**src/rtl/rect_filler.sv**
```systemverilog
// rect_filler: walks one filled-rectangle command row-major, one pixel_en per pixel.
// Optional clipping to SCREEN_W x SCREEN_H is enabled with `define RECT_CLIP_EN.
module rect_filler #(
  parameter int SCREEN_W = 256,
  parameter int SCREEN_H = 192
) (
  input  logic       clk,
  input  logic       rst_n,
  input  logic       clear_screen_done,
  input  logic       cmd_valid,
  output logic       cmd_ready,
  input  logic [7:0] cmd_x0,
  input  logic [7:0] cmd_y0,
  input  logic [7:0] cmd_w,
  input  logic [7:0] cmd_h,
  input  logic [7:0] cmd_rgb,
  output logic       busy,
  output logic       done,
  output logic       pixel_en,
  output logic [7:0] pixel_x,
  output logic [7:0] pixel_y,
  output logic [7:0] pixel_rgb,
  input  logic       pixel_wr_done
);

`ifdef RECT_CLIP_EN
  typedef enum logic [1:0] {IDLE = 2'd0, ISSUE = 2'd1, WAIT = 2'd2, SKIP = 2'd3} state_t;
  localparam int TW = 9;
  localparam logic [8:0] SCR_W_C = 9'(SCREEN_W);
  localparam logic [8:0] SCR_H_C = 9'(SCREEN_H);
`else
  typedef enum logic [1:0] {IDLE = 2'd0, ISSUE = 2'd1, WAIT = 2'd2} state_t;
  localparam int TW = 8;
  localparam logic [17:0] unused_dims_c = {9'(SCREEN_W), 9'(SCREEN_H)};
`endif

  state_t        state_r, state_s, run_s;
  logic [7:0]    x0_r, y0_r, w_r, h_r, rgb_r, cx_r, cy_r;
  logic [7:0]    nx_cx_s, nx_cy_s;
  logic [TW-1:0] tgt_x_s, tgt_y_s;
  logic          last_s, accept_s, step_s, done_s;
  logic          rdy_r, busy_r, done_r, pixel_en_r;
  logic [7:0]    pixel_x_r, pixel_y_r, pixel_rgb_r;

  assign cmd_ready = rdy_r & clear_screen_done;
  assign accept_s  = cmd_valid & cmd_ready;
  assign step_s    = ((state_r == WAIT) && pixel_wr_done)
`ifdef RECT_CLIP_EN
                     || (state_r == SKIP)
`endif
                     ;
  assign busy      = busy_r;
  assign done      = done_r;
  assign pixel_en  = pixel_en_r;
  assign pixel_x   = pixel_x_r;
  assign pixel_y   = pixel_y_r;
  assign pixel_rgb = pixel_rgb_r;

  // Next offsets and the coordinates of the pixel about to be visited
  always_comb begin
    nx_cx_s = cx_r + 8'd1;
    nx_cy_s = cy_r;
    if (nx_cx_s == w_r) begin
      nx_cx_s = 8'd0;
      nx_cy_s = cy_r + 8'd1;
    end else begin
      nx_cy_s = cy_r;
    end
    last_s = (nx_cx_s == 8'd0) && (nx_cy_s == h_r);
    if (state_r == IDLE) begin
      tgt_x_s = TW'(cmd_x0);
      tgt_y_s = TW'(cmd_y0);
    end else begin
      tgt_x_s = TW'(x0_r) + TW'(nx_cx_s);
      tgt_y_s = TW'(y0_r) + TW'(nx_cy_s);
    end
`ifdef RECT_CLIP_EN
    run_s = ((tgt_x_s >= SCR_W_C) || (tgt_y_s >= SCR_H_C)) ? SKIP : ISSUE;
`else
    run_s = ISSUE;
`endif
  end

  // Next-state and done decode
  always_comb begin
    state_s = state_r;
    done_s  = 1'b0;
    case (state_r)
      IDLE: begin
        if (accept_s) begin
          if ((cmd_w == 8'd0) || (cmd_h == 8'd0)) begin
            done_s = 1'b1;
          end else begin
            state_s = run_s;
          end
        end else begin
          state_s = IDLE;
        end
      end
      ISSUE: state_s = WAIT;
      default: begin
        if (step_s) begin
          if (last_s) begin
            done_s  = 1'b1;
            state_s = IDLE;
          end else begin
            state_s = run_s;
          end
        end else if (state_r == WAIT) begin
          state_s = WAIT;
        end else begin
          state_s = IDLE;
        end
      end
    endcase
  end

  // State register and registered handshake outputs
  always_ff @(posedge clk or negedge rst_n) begin
    if (!rst_n) begin
      state_r     <= IDLE;
      rdy_r       <= 1'b0;
      busy_r      <= 1'b0;
      done_r      <= 1'b0;
      pixel_en_r  <= 1'b0;
      pixel_x_r   <= 8'd0;
      pixel_y_r   <= 8'd0;
      pixel_rgb_r <= 8'd0;
    end else begin
      state_r    <= state_s;
      rdy_r      <= (state_s == IDLE);
      busy_r     <= (state_s != IDLE);
      done_r     <= done_s;
      pixel_en_r <= (state_s == ISSUE);
      if (state_s == ISSUE) begin
        pixel_x_r   <= tgt_x_s[7:0];
        pixel_y_r   <= tgt_y_s[7:0];
        pixel_rgb_r <= (state_r == IDLE) ? cmd_rgb : rgb_r;
      end else begin
        pixel_x_r   <= pixel_x_r;
        pixel_y_r   <= pixel_y_r;
        pixel_rgb_r <= pixel_rgb_r;
      end
    end
  end

  // Command latch and row-major offset counters
  always_ff @(posedge clk or negedge rst_n) begin
    if (!rst_n) begin
      x0_r  <= 8'd0;
      y0_r  <= 8'd0;
      w_r   <= 8'd0;
      h_r   <= 8'd0;
      rgb_r <= 8'd0;
      cx_r  <= 8'd0;
      cy_r  <= 8'd0;
    end else if (accept_s) begin
      x0_r  <= cmd_x0;
      y0_r  <= cmd_y0;
      w_r   <= cmd_w;
      h_r   <= cmd_h;
      rgb_r <= cmd_rgb;
      cx_r  <= 8'd0;
      cy_r  <= 8'd0;
    end else if (step_s) begin
      cx_r <= nx_cx_s;
      cy_r <= nx_cy_s;
    end else begin
      cx_r <= cx_r;
      cy_r <= cy_r;
    end
  end

endmodule
```
**config.mk**
```make
export PLATFORM = sky130hd
export DESIGN_NAME = rect_filler
export DESIGN_NICKNAME = d
export VERILOG_FILES = /design/src/rtl/rect_filler.sv
export SDC_FILE = /design/constraint.sdc
export NUM_CORES = 1
export LEC_CHECK = 0
export CELL_PAD_IN_SITES_DETAIL_PLACEMENT = 1
export CELL_PAD_IN_SITES_GLOBAL_PLACEMENT = 1
export CORE_MARGIN = 2
export CORE_UTILIZATION = 40
export CTS_CLUSTER_DIAMETER = 80
export CTS_CLUSTER_SIZE = 16
export DETAILED_ROUTE_END_ITERATION = 7
export PLACE_DENSITY_LB_ADDON = 0.1
export SLEW_MARGIN = 25
export SYNTH_ARGS = -nofsm -noshare
export SYNTH_HDL_FRONTEND = slang
export SYNTH_SLANG_ARGS = --single-unit
```
**constraint.sdc**
```tcl
create_clock -name clk -period 7.9 [get_ports clk]
set_input_delay 0.79 -clock clk [delete_from_list [all_inputs] [get_ports clk]]
set_output_delay 0.79 -clock clk [all_outputs]
set_load 0.02 [all_outputs]
```
Word-level counts from Yosys, hierarchy flattened
Cells that the tools add are included.

operators by class
  add/sub/neg operators = 4
  eq/ne operators = 5
  multiplexer cells = 20
  bitwise gates (word level) = 2
  reduce and logical (&&, ||, !) cells = 10

operator list
  kind                 count
  $mux 8               9
  $logic_not 8->1      3
  $add 8x1->8 const B  2
  $add 8x8->8          2
  $eq 8x8->1           2
  $mux 2               4
  $mux 1               5
  $eq 2x1->1 const B   2
  $logic_not 2->1      2
  $pmux 2 s2           1
  $reduce_bool 2->1    2
  $and 1x1->1          2
  $eq 2x2->1 const B   1
  $logic_and 1x1->1    2
  $pmux 1 s2           1
  $logic_or 1x1->1     1

storage, ports and cells
  register bits after elaboration = 86
  input bits = 45
  output and inout port bits = 28
  logic and storage cells = 56

Depth between registers and ports, before layout
Gate-level depths: netlist (run 1).

  word-level depth = 9
  gate-level depth with buffers = 20
  mapped depth without buffers = 18

Worst setup path before layout (run 1)
Ideal clock, no wire load.

  path type = flip-flop to flip-flop
  start point = register cx_r[1]
  end point = register pixel_x_r[7], in the netlist pixel_x[7]
  setup time = 0.125 ns
  arrival time = 4.120 ns
  required time = 7.775 ns
  path slack = 3.656 ns
  stages on the path, launching flop included = 20
  path buffers = 2
  period minus slack after synthesis = 4.244 ns
  cell sequence = dfrtp_1 -> ha_1 -> and3_1 -> buf_2 -> xnor3_1 -> and3_4 -> nand4b_2 -> nor2_1 -> clkbuf_1 -> nor2_1 -> ha_1 -> a21o_1 -> a21oi_1 -> o21ai_0 -> o21ai_0 -> nand2b_1 -> a21oi_1 -> xnor3_1 -> mux2_2 -> mux2_2

on the way
  word-level cells in the longest chain between the ends = 9
  elaborated cells between the ends (all ways) = 13
  those cells by class = add/sub (2); eq/ne (3); mux (6); reduce/logical (2)

ends and longest elaborated chain
  element                                        line  RTL
  from (decl)                                    38    logic [7:0] x0_r, y0_r, w_r, h_r, rgb_r, cx_r, cy_r;
  from (signal assigned)                         166   cx_r <= nx_cx_s;
  from (signal assigned)                         169   cx_r <= cx_r;
  $add 8x1->8 *                                  61    nx_cx_s = cx_r + 8'd1;
  $eq 8x8->1                                     63    if (nx_cx_s == w_r) begin
  $mux 8                                         63
  $eq 8x8->1 or $logic_not 8->1 (tied branches)  69    last_s = (nx_cx_s == 8'd0) && (nx_cy_s == h_r);
  $logic_and 1x1->1                              69
  $mux 1                                         103   if (last_s) begin
  $mux 2                                         102   if (step_s) begin
  $pmux 2 s2                                     88    case (state_r)
  $eq 2x1->1                                     135   if (state_s == ISSUE) begin
  to (signal assigned)                           136   pixel_x_r <= tgt_x_s[7:0];
  to (signal assigned)                           140   pixel_x_r <= pixel_x_r;
  to (decl)                                      43    logic [7:0] pixel_x_r, pixel_y_r, pixel_rgb_r;

Every way passes the cells marked *; elsewhere a longest branch is shown, timed or not.
A chain may end at the register's enable or synchronous reset.

Worst setup path in the final report (run 1)
  start point = register cx_r[0]
  end point = register pixel_x_r[7], in the netlist pixel_x[7]

Same word-level chain as after synthesis.

==> summary.txt, run 1 <==
Yosys
  • Post-synth EDFFs: 0
  • Summed instance area of the synthesized netlist: 5150 sq um
  • Sequential cell area fraction in the yosys report: 41.8%
  • Number of distinct library cells after synthesis: 59
  • Yosys Warn Count: 0
  • Synthesized area per cell: 9.28 sq um
  • Flop and latch count out of synthesis: 86
  • Async set-reset flop share out of synthesis: 100%
  • Primary FF master, synth: sky130_fd_sc_hd__dfrtp_1
  • Synthesized instance count: 555
  • Synthesized Nets: 619

Clock network
  • Worst-skew pair later-pin latency: 350 ps
  • Clock tree from TritonCTS: done
  • Deepest level of the CTS H-tree: 3
  • Resized cells post-CTS: 0
  • Library cell used as clock root buffer: sky130_fd_sc_hd__clkbuf_16
  • Clock transition at the register clock pins on the worst setup and hold paths after CTS: 70 ps
  • Inserted Clock Buffers: 9
  • Clk sinks: 86
  • Hold_buf cts: 0
  • Maximum clock path buffer count: 2
  • Number of buffers inserted to repair setup after CTS: 0

Floorplan
  • Row Count: 41
  • Die boundary height: 117 microns
  • Overall die area: 13800 sq um
  • Die Span X: 117 microns
  • Initial cell density of the core: 40.8%
  • Floorplan Core Area: 12600 sq um
  • Number of primary I/O pins: 73

Global routing
  • Number of global-route vias before repair: 4650
  • Wire length of the first global-routing pass: 23800 microns
  • Total global-route track usage: 21.6%
  • Largest net degree at the start of global routing: 61
  • Overflow left after global routing: 0
  • Antenna violations before repair: 0

Placement
  • Placed instance area: 6000 sq um
  • Placed wire-length estimate: 10200 microns
  • GP Congestion: 0.847
  • Port Buffers: 72

Power and ir drop
  • Clk pwr share: 20.9%
  • Sequential cell fraction of total power: 33.8%
  • Combinational power share: 45.3%
  • Pwr dens: 355 nW/um^2
  • Net switching share of the total power: 37.3%
  • Leak: 0.00288 uW
  • Switching Power: 837 uW
  • Largest vdd supply drop: 0.182 mV
  • Internal power contribution: 1410 uW

Timing
  • Tmin final: 4710 ps
  • Period utilization: 59.6%
  • Max-slew violations: 0
  • Final hold violations: 0
  • Aggregate negative setup slack: 0 ps
  • Fmax: 212 MHz
  • Relative slew slack: 28.5%
  • RSZ-0062 raised after global routing: no
  • Setup violators final: 0
  • Clock Skews: 9.99 ps
  • Least-Margin Pin Slew: 1050 ps

Worst setup path
  • WP buf/inv: 1
  • Source of the worst register-to-register timing path: cx_r[0]
  • Highest-delay cell along the critical path: sky130_fd_sc_hd__dfrtp_1
  • Setup Crit Path Kind: register to register
  • CP peak stage delay: 540 ps
  • Crit-path cells: ha_1 > and3_1 > nand3_2 > xor2_1 > nor2_1 > buf_4 > nor2_1 > ha_1 > a21oi_1 > o21ai_0 > o21ai_0 > nand2b_1 > a21oi_1 > xnor3_1 > mux2_2 > mux2_2
  • Critical path endpoint category: register
  • Critical path required time: 8130 ps
  • Reg2reg setup slack: 3190 ps
  • Kind of cell with the highest combined delay on the critical path: simple AND/OR/NAND/NOR gates
  • Beginning of the critical path: cx_r[0]
  • CP max FO: 17
  • Nature of the critical path startpoint: register
  • Worst path arrival time: 4940 ps

Route
  • Iteration-0 DRC Markers: 165
  • Total via count in the routed design: 4125
  • First-pass iteration count of the detailed router: 4
  • WL/cell: 17.8 microns
  • Overall routed net length: 14100 microns
  • Via density: 5.22
  • Remaining DRCs: 0
  • Antenna viol nets, final: 0

Finish
  • Final design area excluding fillers: 6320 sq um
  • Layout cell share with drive strength beyond 1: 12.8%
  • Signed area change from the synthesized netlist to the final layout: 22.7%
  • Diode insertion count for antenna repair: 0
  • Fillcell total: 1464
  • Nets: 677

Run status
  • Outcome: completed

Job
  • Max-cap check violation count: 0

Worst hold path
  • Hold Crit Class: input port to async pin
==> logic make-up (layout without fill, tap and decap cells) <==
family                     after synthesis  in the layout  synth area share, %
adders and majority gates               19             19                 4.91
AOI/OAI and AO/OA                       76             76                 9.84
muxes                                   38             38                 9.52
xor gates and xnor gates                47             47                 8.94
DFF                                     86             86                 41.8
and+or+nand+nor                        247            247                 21.5
buffers and inverters                   42            105                 3.50
==> power groups by stage <==
stage / logic, uW / registers [uW] / clock network, uW
global route: 1120 / 784 / 494
finish: 1020 / 759 / 469
detailed placement: 1030 / 767 / 0
floorplan: 626 / 803 / 0
global placement: 995 / 759 / 0
CTS: 1040 / 764 / 479
==> through the flow <==
| stage | util, % | total power (uW) | instances | hold WS [ps] | setup slack, ps |
|---|---|---|---|---|---|
| after floorplan | - | 1430 | 555 | 442 | 3660 |
| after global placement | 47.5 | 1750 | 774 | 454 | 3460 |
| after detailed placement | 47.5 | 1790 | 774 | 472 | 3210 |
| after CTS | 50.1 | 2280 | 790 | 360 | 3180 |
| after global routing | 50.1 | 2400 | 790 | 377 | 2810 |
| final | 50.1 | 2240 | 790 | 357 | 3190 |
==> cell usage after synthesis, types with 4 or more instances <==
library cell               instances  area [sq um]
sky130_fd_sc_hd__mux2_4           17           255
sky130_fd_sc_hd__nor3_1            7          35.0
sky130_fd_sc_hd__inv_1            10          37.5
sky130_fd_sc_hd__xor2_1           19           166
sky130_fd_sc_hd__a21oi_1          19          95.1
sky130_fd_sc_hd__nor4_1            7          43.8
sky130_fd_sc_hd__nor2b_1           5          31.3
sky130_fd_sc_hd__and3_1            4          25.0
sky130_fd_sc_hd__buf_2             6          30.0
sky130_fd_sc_hd__ha_1             17           213
sky130_fd_sc_hd__a21o_1            4          30.0
sky130_fd_sc_hd__clkbuf_1         24          90.1
sky130_fd_sc_hd__nand2_1         156           586
sky130_fd_sc_hd__o21ai_0          28           140
sky130_fd_sc_hd__xnor2_1          24           210
sky130_fd_sc_hd__dfrtp_1          86          2150
sky130_fd_sc_hd__nor2_1           31           116
sky130_fd_sc_hd__mux2_2           20           225
sky130_fd_sc_hd__nand3_1           8          40.0
sky130_fd_sc_hd__nand2b_1          6          37.5
==> worst register-to-register path: stages (launching register included) <==
cell and delay, ps:
sky130_fd_sc_hd__dfrtp_1 540, sky130_fd_sc_hd__ha_1 290, sky130_fd_sc_hd__and3_1 320, sky130_fd_sc_hd__nand3_2 190, sky130_fd_sc_hd__xor2_1 540, sky130_fd_sc_hd__nor2_1 110
sky130_fd_sc_hd__buf_4 230, sky130_fd_sc_hd__nor2_1 240, sky130_fd_sc_hd__ha_1 310, sky130_fd_sc_hd__a21oi_1 210, sky130_fd_sc_hd__o21ai_0 160, sky130_fd_sc_hd__o21ai_0 290
sky130_fd_sc_hd__nand2b_1 100, sky130_fd_sc_hd__a21oi_1 210, sky130_fd_sc_hd__xnor3_1 330, sky130_fd_sc_hd__mux2_2 270, sky130_fd_sc_hd__mux2_2 260
==> metal layers <==
metal	GRT usage, %	wire length, microns	vias up
li1	-	-	1988
met1	27.3	6390	2075
met2	37.9	7140	50
met3	5.09	398	12
met4	4.22	162	0
met5	0	0	-
==> final cells by class <==
type | instances | area, sq um | area share [%]
Clock inverter | 5 | 81.3 | 1.29
Clock buffer | 11 | 243 | 3.84
Multi-Input combinational cell | 427 | 2820 | 44.7
Inverter | 10 | 37.5 | 0.594
Tap cell | 172 | 215 | 3.40
Timing Repair Buffer | 79 | 771 | 12.2
Sequential cell | 86 | 2150 | 34.0
==> path summary, 6_finish.rpt <==
check,to,cells after the start
worst min-delay path,pixel_y[6],1
worst min register to register,rgb_r[4],2
max in group asynchronous,cy_r[3],2
min in group clk,rgb_r[4],2
worst max register to register,pixel_x[7],16
worst max-delay path,pixel_x[7],16
==> cells in the final DEF, fill, tap and decap left out, types with 3 or more instances in the layout <==
master,instances
sky130_fd_sc_hd__xor2_1,19
sky130_fd_sc_hd__mux2_2,20
sky130_fd_sc_hd__nand3_2,3
sky130_fd_sc_hd__o21ai_0,28
sky130_fd_sc_hd__o211ai_1,3
sky130_fd_sc_hd__buf_4,8
sky130_fd_sc_hd__a31oi_1,3
sky130_fd_sc_hd__mux2_4,17
sky130_fd_sc_hd__nor2b_1,5
sky130_fd_sc_hd__nand2b_1,6
sky130_fd_sc_hd__nand4_1,3
sky130_fd_sc_hd__dfrtp_1,86
sky130_fd_sc_hd__xnor2_1,24
sky130_fd_sc_hd__clkdlybuf4s50_1,71
sky130_fd_sc_hd__nor2_1,30
sky130_fd_sc_hd__a21o_1,4
sky130_fd_sc_hd__and3_1,3
sky130_fd_sc_hd__nor3_1,7
sky130_fd_sc_hd__nand3_1,8
sky130_fd_sc_hd__ha_1,17
sky130_fd_sc_hd__or2_2,3
sky130_fd_sc_hd__nor4_1,7
sky130_fd_sc_hd__xnor3_1,3
sky130_fd_sc_hd__clkbuf_16,9
sky130_fd_sc_hd__inv_1,10
sky130_fd_sc_hd__nand2_1,156
sky130_fd_sc_hd__a21oi_1,19
(Power assumes the default switching activity.)
==> inputs of run 2 (changes only) <==
- CORE_UTILIZATION: 40 -> 38
- clock period: 7.9 -> 4 ns (I/O delays scaled with it)
==> run 2 against run 1 <==
  * Combinational power increased by 110%
  * Sequential cell count did not move
  * Cell count rose by 3.4%
  * Sequential share of layout area down 1.4 points
  * Cell area grew 4.5%
  * First-iteration DRC count up 3.0%
  * Total power rose by 100%
  * Clock power up 100%
  * Core utilization fell by 0.19 points
  * Global-route usage is 0.35 points lower
  * Clock skew down 1.7 ps
  * Register-to-register slack got worse by 3000 ps
==> summary.txt, run 2 (synthesis gave the netlist of run 1 again) <==
Run status
  • Outcome: completed

Floorplan
  • Die Span X: 120 microns
  • Initial cell density of the core: 38.9%
  • Floorplan Core Area: 13200 sq um
  • Die boundary height: 120 microns
  • Row Count: 42
  • Overall die area: 14500 sq um
  • Number of primary I/O pins: 73

Global routing
  • Number of global-route vias before repair: 4684
  • Overflow left after global routing: 0
  • Total global-route track usage: 21.2%
  • Antenna violations before repair: 0
  • Wire length of the first global-routing pass: 24000 microns
  • Largest net degree at the start of global routing: 55

Timing
  • Least-Margin Pin Slew: 848 ps
  • Fmax: 263 MHz
  • RSZ-0062 raised after global routing: yes
  • Relative slew slack: 43.5%
  • Final hold violations: 0
  • Period utilization: 95.1%
  • Clock Skews: 8.30 ps
  • Setup violators final: 0
  • Max-slew violations: 0
  • Tmin final: 3810 ps

Clock network
  • Clk sinks: 86
  • Clock tree from TritonCTS: done
  • Inserted Clock Buffers: 9
  • Clock transition at the register clock pins on the worst setup and hold paths after CTS: 60 ps
  • Maximum clock path buffer count: 2
  • Library cell used as clock root buffer: sky130_fd_sc_hd__clkbuf_16
  • Hold_buf cts: 0
  • Worst-skew pair later-pin latency: 360 ps
  • Deepest level of the CTS H-tree: 3

Placement
  • Placed wire-length estimate: 10200 microns
  • Port Buffers: 72
  • Placed instance area: 6160 sq um
  • GP Congestion: 0.841

Worst setup path
  • Reg2Reg Capture Point: pixel_x[7]
  • CP max FO: 4
  • Worst path arrival time: 4050 ps
  • Reg2reg setup slack: 190 ps
  • Source of the worst register-to-register timing path: cx_r[0]
  • Setup Crit Path Kind: register to register
  • Worst r2r path cells: 17
  • Nature of the critical path startpoint: register
  • Critical path endpoint category: register
  • Critical path required time: 4240 ps

Power and ir drop
  • Pwr dens: 694 nW/um^2
  • Leak: 0.00302 uW
  • Largest vdd supply drop: 0.408 mV

Finish
  • Area of combinational cells with multiple inputs: 2920 sq um
  • Nets: 700
  • Sequential cell area: 2160 sq um
  • Layout cell share with drive strength beyond 1: 18.4%
  • Diode insertion count for antenna repair: 0
  • Final design area excluding fillers: 6610 sq um
  • Commonest non-fill, non-tap cells in the layout: sky130_fd_sc_hd__nand2_1, sky130_fd_sc_hd__dfrtp_1, sky130_fd_sc_hd__clkdlybuf4s50_1
  • Fillcell total: 1532
  • Signed area change from the synthesized netlist to the final layout: 28.3%
  • Commonest non-fill, non-tap cell in the layout: sky130_fd_sc_hd__nand2_1
  • Final cell utilization of the core: 49.9%

Route
  • Remaining DRCs: 0
  • First-pass iteration count of the detailed router: 4
  • Via density: 5.18
  • WL/cell: 17.5 microns
  • Antenna viol nets, final: 0
  • Iteration-0 DRC Markers: 170
  • Overall routed net length: 14300 microns
  • Total via count in the routed design: 4232

Worst hold path
  • Hold Crit Class: input port to async pin

Job
  • Max-cap check violation count: 0
==> run 2: final cells by class <==
cell class,instances,share of cell area [%]
multi-input combinational,427,44.1
sequential,86,32.6
timing repair buffer,102,14.3
clock buffer,13,4.09
tap,176,3.33
clock inverter,3,0.984
inverter,10,0.568
==> run 2: through the flow <==
stage | instances | TNS, ps | power, uW | hold WS, ps | setup WS [ps]
3_3_place_gp | 797 | 0 | 3540 | 453 | 127
3_5_place_dp | 797 | -89.5 | 3590 | 463 | -60.6
6_report | 817 | 0 | 4590 | 102 | 195
5_1_grt | 817 | -77.0 | 4910 | 146 | -32.2
4_1_cts | 814 | 0 | 4600 | 138 | 10.1
2_1_floorplan | 555 | 0 | 2840 | 104 | 36.8
==> run 2: worst max-delay path by stage <==
| stage | from | to | slack, ps | cells after the start |
|---|---|---|---|---|
| 3_5_place_dp | cx_r[0] | pixel_x[7] | -60 | 17 |
| 5_1_grt | cx_r[0] | pixel_x[7] | -30 | 17 |
| 3_3_place_gp | cx_r[0] | pixel_x[7] | 130 | 17 |
| 6_report | cx_r[0] | pixel_x[7] | 190 | 17 |
| 2_1_floorplan | cx_r[1] | pixel_x[7] | 40 | 19 |
| 4_1_cts | cx_r[2] | pixel_x[7] | 10 | 16 |
==> run 2: layer usage <==
layer / track usage (%) / routed length, microns
met1: 26.2 / 6240
met2: 36.7 / 7230
met3: 4.86 / 525
met4: 6.69 / 263
met5: 0 / 0
==> run 2: worst max-delay path, cell delays in order, from the launching register on <==
cell	delay (ps)
sky130_fd_sc_hd__dfrtp_2	450
sky130_fd_sc_hd__ha_4	200
sky130_fd_sc_hd__and3_1	180
sky130_fd_sc_hd__xnor3_1	210
sky130_fd_sc_hd__and3_4	220
sky130_fd_sc_hd__nand4b_4	140
sky130_fd_sc_hd__o21ai_2	200
sky130_fd_sc_hd__inv_1	80
sky130_fd_sc_hd__ha_1	270
sky130_fd_sc_hd__a21o_1	190
sky130_fd_sc_hd__a21oi_2	150
sky130_fd_sc_hd__o21ai_2	100
sky130_fd_sc_hd__o21ai_2	150
sky130_fd_sc_hd__nand2b_1	110
sky130_fd_sc_hd__a21oi_2	190
sky130_fd_sc_hd__xnor3_1	320
sky130_fd_sc_hd__mux2_2	260
sky130_fd_sc_hd__mux2_2	260
==> run 2: timing repair <==
action,4_1_cts,5_1_grt
pin swaps,3,5
buffers inserted,1,3
resized for setup,5,16
hold endpoints to repair,0,0
endpoints found under the setup margin,2,4
==> run 2: where the power goes <==
group	switching, uW	leakage (uW)	internal, uW	total (uW)
Clock	362	0.000166	598	960
Sequential	282	0.00108	1220	1510
Combinational	1050	0.00177	1070	2120
==> inputs of run 3 (changes only) <==
- SKIP_LAST_GASP: not set -> 1
- TNS_END_PERCENT: not set -> 50
==> run 3 against run 2 <==
  * Clock skew about the same
  * Register-to-register slack lost 20 ps
  * Core utilization stayed put
  * Critical path type unchanged
==> summary.txt, run 3 (synthesis gave the netlist of run 1 again) <==
Run status
  • Outcome: completed

Clock network
  • Hold_buf cts: 0
  • Maximum clock path buffer count: 2
  • Deepest level of the CTS H-tree: 3
  • Worst-skew pair later-pin latency: 360 ps
  • Inserted Clock Buffers: 9
  • Clock tree from TritonCTS: done
  • Clk sinks: 86
  • Clock transition at the register clock pins on the worst setup and hold paths after CTS: 60 ps
  • Library cell used as clock root buffer: sky130_fd_sc_hd__clkbuf_16

Global routing
  • Wire length of the first global-routing pass: 24000 microns
  • Antenna violations before repair: 0
  • Overflow left after global routing: 0
  • Number of global-route vias before repair: 4684
  • Largest net degree at the start of global routing: 55
  • Total global-route track usage: 21.2%

Worst setup path
  • CP peak stage delay: 450 ps
  • Critical path required time: 4240 ps
  • Nature of the critical path startpoint: register
  • Reg2Reg Capture Point: pixel_x[7]
  • Worst path arrival time: 4060 ps
  • Highest-delay cell along the critical path: sky130_fd_sc_hd__dfrtp_2
  • Worst r2r path cells: 17
  • Beginning of the critical path: cx_r[0]
  • Critical path endpoint category: register
  • Most frequent cell on the critical path: sky130_fd_sc_hd__o21ai_2
  • Crit path to: pixel_x[7]
  • Source of the worst register-to-register timing path: cx_r[0]
  • CP max FO: 4
  • Setup Crit Path Kind: register to register
  • Reg2reg setup slack: 180 ps
  • Crit-path cells: ha_4 > and3_1 > xnor3_1 > and3_4 > nand4b_4 > o21ai_2 > inv_1 > ha_1 > a21o_1 > a21oi_2 > o21ai_2 > o21ai_2 > nand2b_1 > a21oi_2 > xnor3_1 > mux2_2 > mux2_2

Route
  • Via density: 5.18
  • First-pass iteration count of the detailed router: 4
  • Overall routed net length: 14300 microns
  • Antenna viol nets, final: 0
  • Remaining DRCs: 0
  • Iteration-0 DRC Markers: 170
  • WL/cell: 17.4 microns
  • Total via count in the routed design: 4230

Timing
  • Least-Margin Pin Slew: 848 ps
  • Tmin final: 3820 ps
  • Relative slew slack: 43.5%
  • Setup violators final: 0
  • Final hold violations: 0
  • RSZ-0062 raised after global routing: yes
  • Fmax: 262 MHz
  • Clock Skews: 8.30 ps
  • Max-slew violations: 0
  • Period utilization: 95.5%

Floorplan
  • Initial cell density of the core: 38.9%
  • Number of primary I/O pins: 73
  • Die Span X: 120 microns
  • Overall die area: 14500 sq um
  • Die boundary height: 120 microns
  • Floorplan Core Area: 13200 sq um
  • Row Count: 42

Finish
  • Signed area change from the synthesized netlist to the final layout: 28.3%
  • Final cell utilization of the core: 49.9%
  • Nets: 700
  • Layout cell share with drive strength beyond 1: 18.4%
  • Diode insertion count for antenna repair: 0
  • Commonest non-fill, non-tap cell in the layout: sky130_fd_sc_hd__nand2_1
  • Commonest non-fill, non-tap cells in the layout: sky130_fd_sc_hd__nand2_1, sky130_fd_sc_hd__dfrtp_1, sky130_fd_sc_hd__clkdlybuf4s50_1

Placement
  • Port Buffers: 72
  • Placed wire-length estimate: 10200 microns
  • GP Congestion: 0.841

Job
  • Max-cap check violation count: 0

Power and ir drop
  • Leak: 0.00302 uW
  • Pwr dens: 695 nW/um^2
  • Power Total: 4590 uW
  • Largest vdd supply drop: 0.408 mV

Worst hold path
  • Hold Crit Class: input port to async pin
[run 3: where the power goes]
part           switching (uW)  total (uW)  internal [uW]  leakage (uW)
combinational            1050        2130           1070       0.00177
sequential                282        1510           1220       0.00108
clock                     362         960            598      0.000166
[run 3: cell type report]
class | instances | area [sq um]
Inverter | 10 | 37.5
Tap cell | 176 | 220
Clock buffer | 13 | 270
Timing Repair Buffer | 102 | 943
Fill cell | 1532 | 6630
Sequential cell | 86 | 2160
Clock inverter | 3 | 65.1
Multi-Input combinational cell | 427 | 2920
[run 3: per-layer routing]
metal / share of wire [%] / global-route usage (%)
met1: 44 / 26.2
met2: 51 / 36.7
met3: 3.6 / 4.86
met4: 1.8 / 6.69
met5: 0 / 0
[run 3: worst max-delay path, delay by kind of cell (launching register included)]
family          cells  cell delay [ps]
mux                 2              520
xor+xnor            2              530
simple gates        4              650
fa+ha+maj           2              460
buf+inv             1               80
compound gates      6             1000
flops               1              450
[run 3: per-stage QoR]
stage | cells | setup TNS, ps | setup WS (ps) | hold WS [ps] | instance area (sq um)
2_1_floorplan | 555 | 0 | 36.8 | 104 | 5170
3_3_place_gp | 797 | 0 | 127 | 453 | 6160
3_5_place_dp | 797 | -89.5 | -60.6 | 463 | 6160
4_1_cts | 814 | 0 | 10.1 | 138 | 6520
5_1_grt | 817 | -88.7 | -44.0 | 146 | 6610
6_report | 817 | 0 | 178 | 102 | 6610
[run 3: how the worst min path moves through the flow]
| stage | end | slack (ps) | depth (start not counted) |
|---|---|---|---|
| floorplan | busy | 100 | 0 |
| global placement | rgb_r[7] | 450 | 2 |
| detailed placement | rgb_r[5] | 460 | 2 |
| CTS | pixel_y[3] | 140 | 1 |
| global route | cy_r[0] | 150 | 1 |
| finish | pixel_x[3] | 100 | 1 |
[run 3: timing repair]
item / CTS / global route
pin swaps: 3 / 4
gates resized for setup: 5 / 16
setup endpoints to repair: 2 / 4
setup buffers: 1 / 3
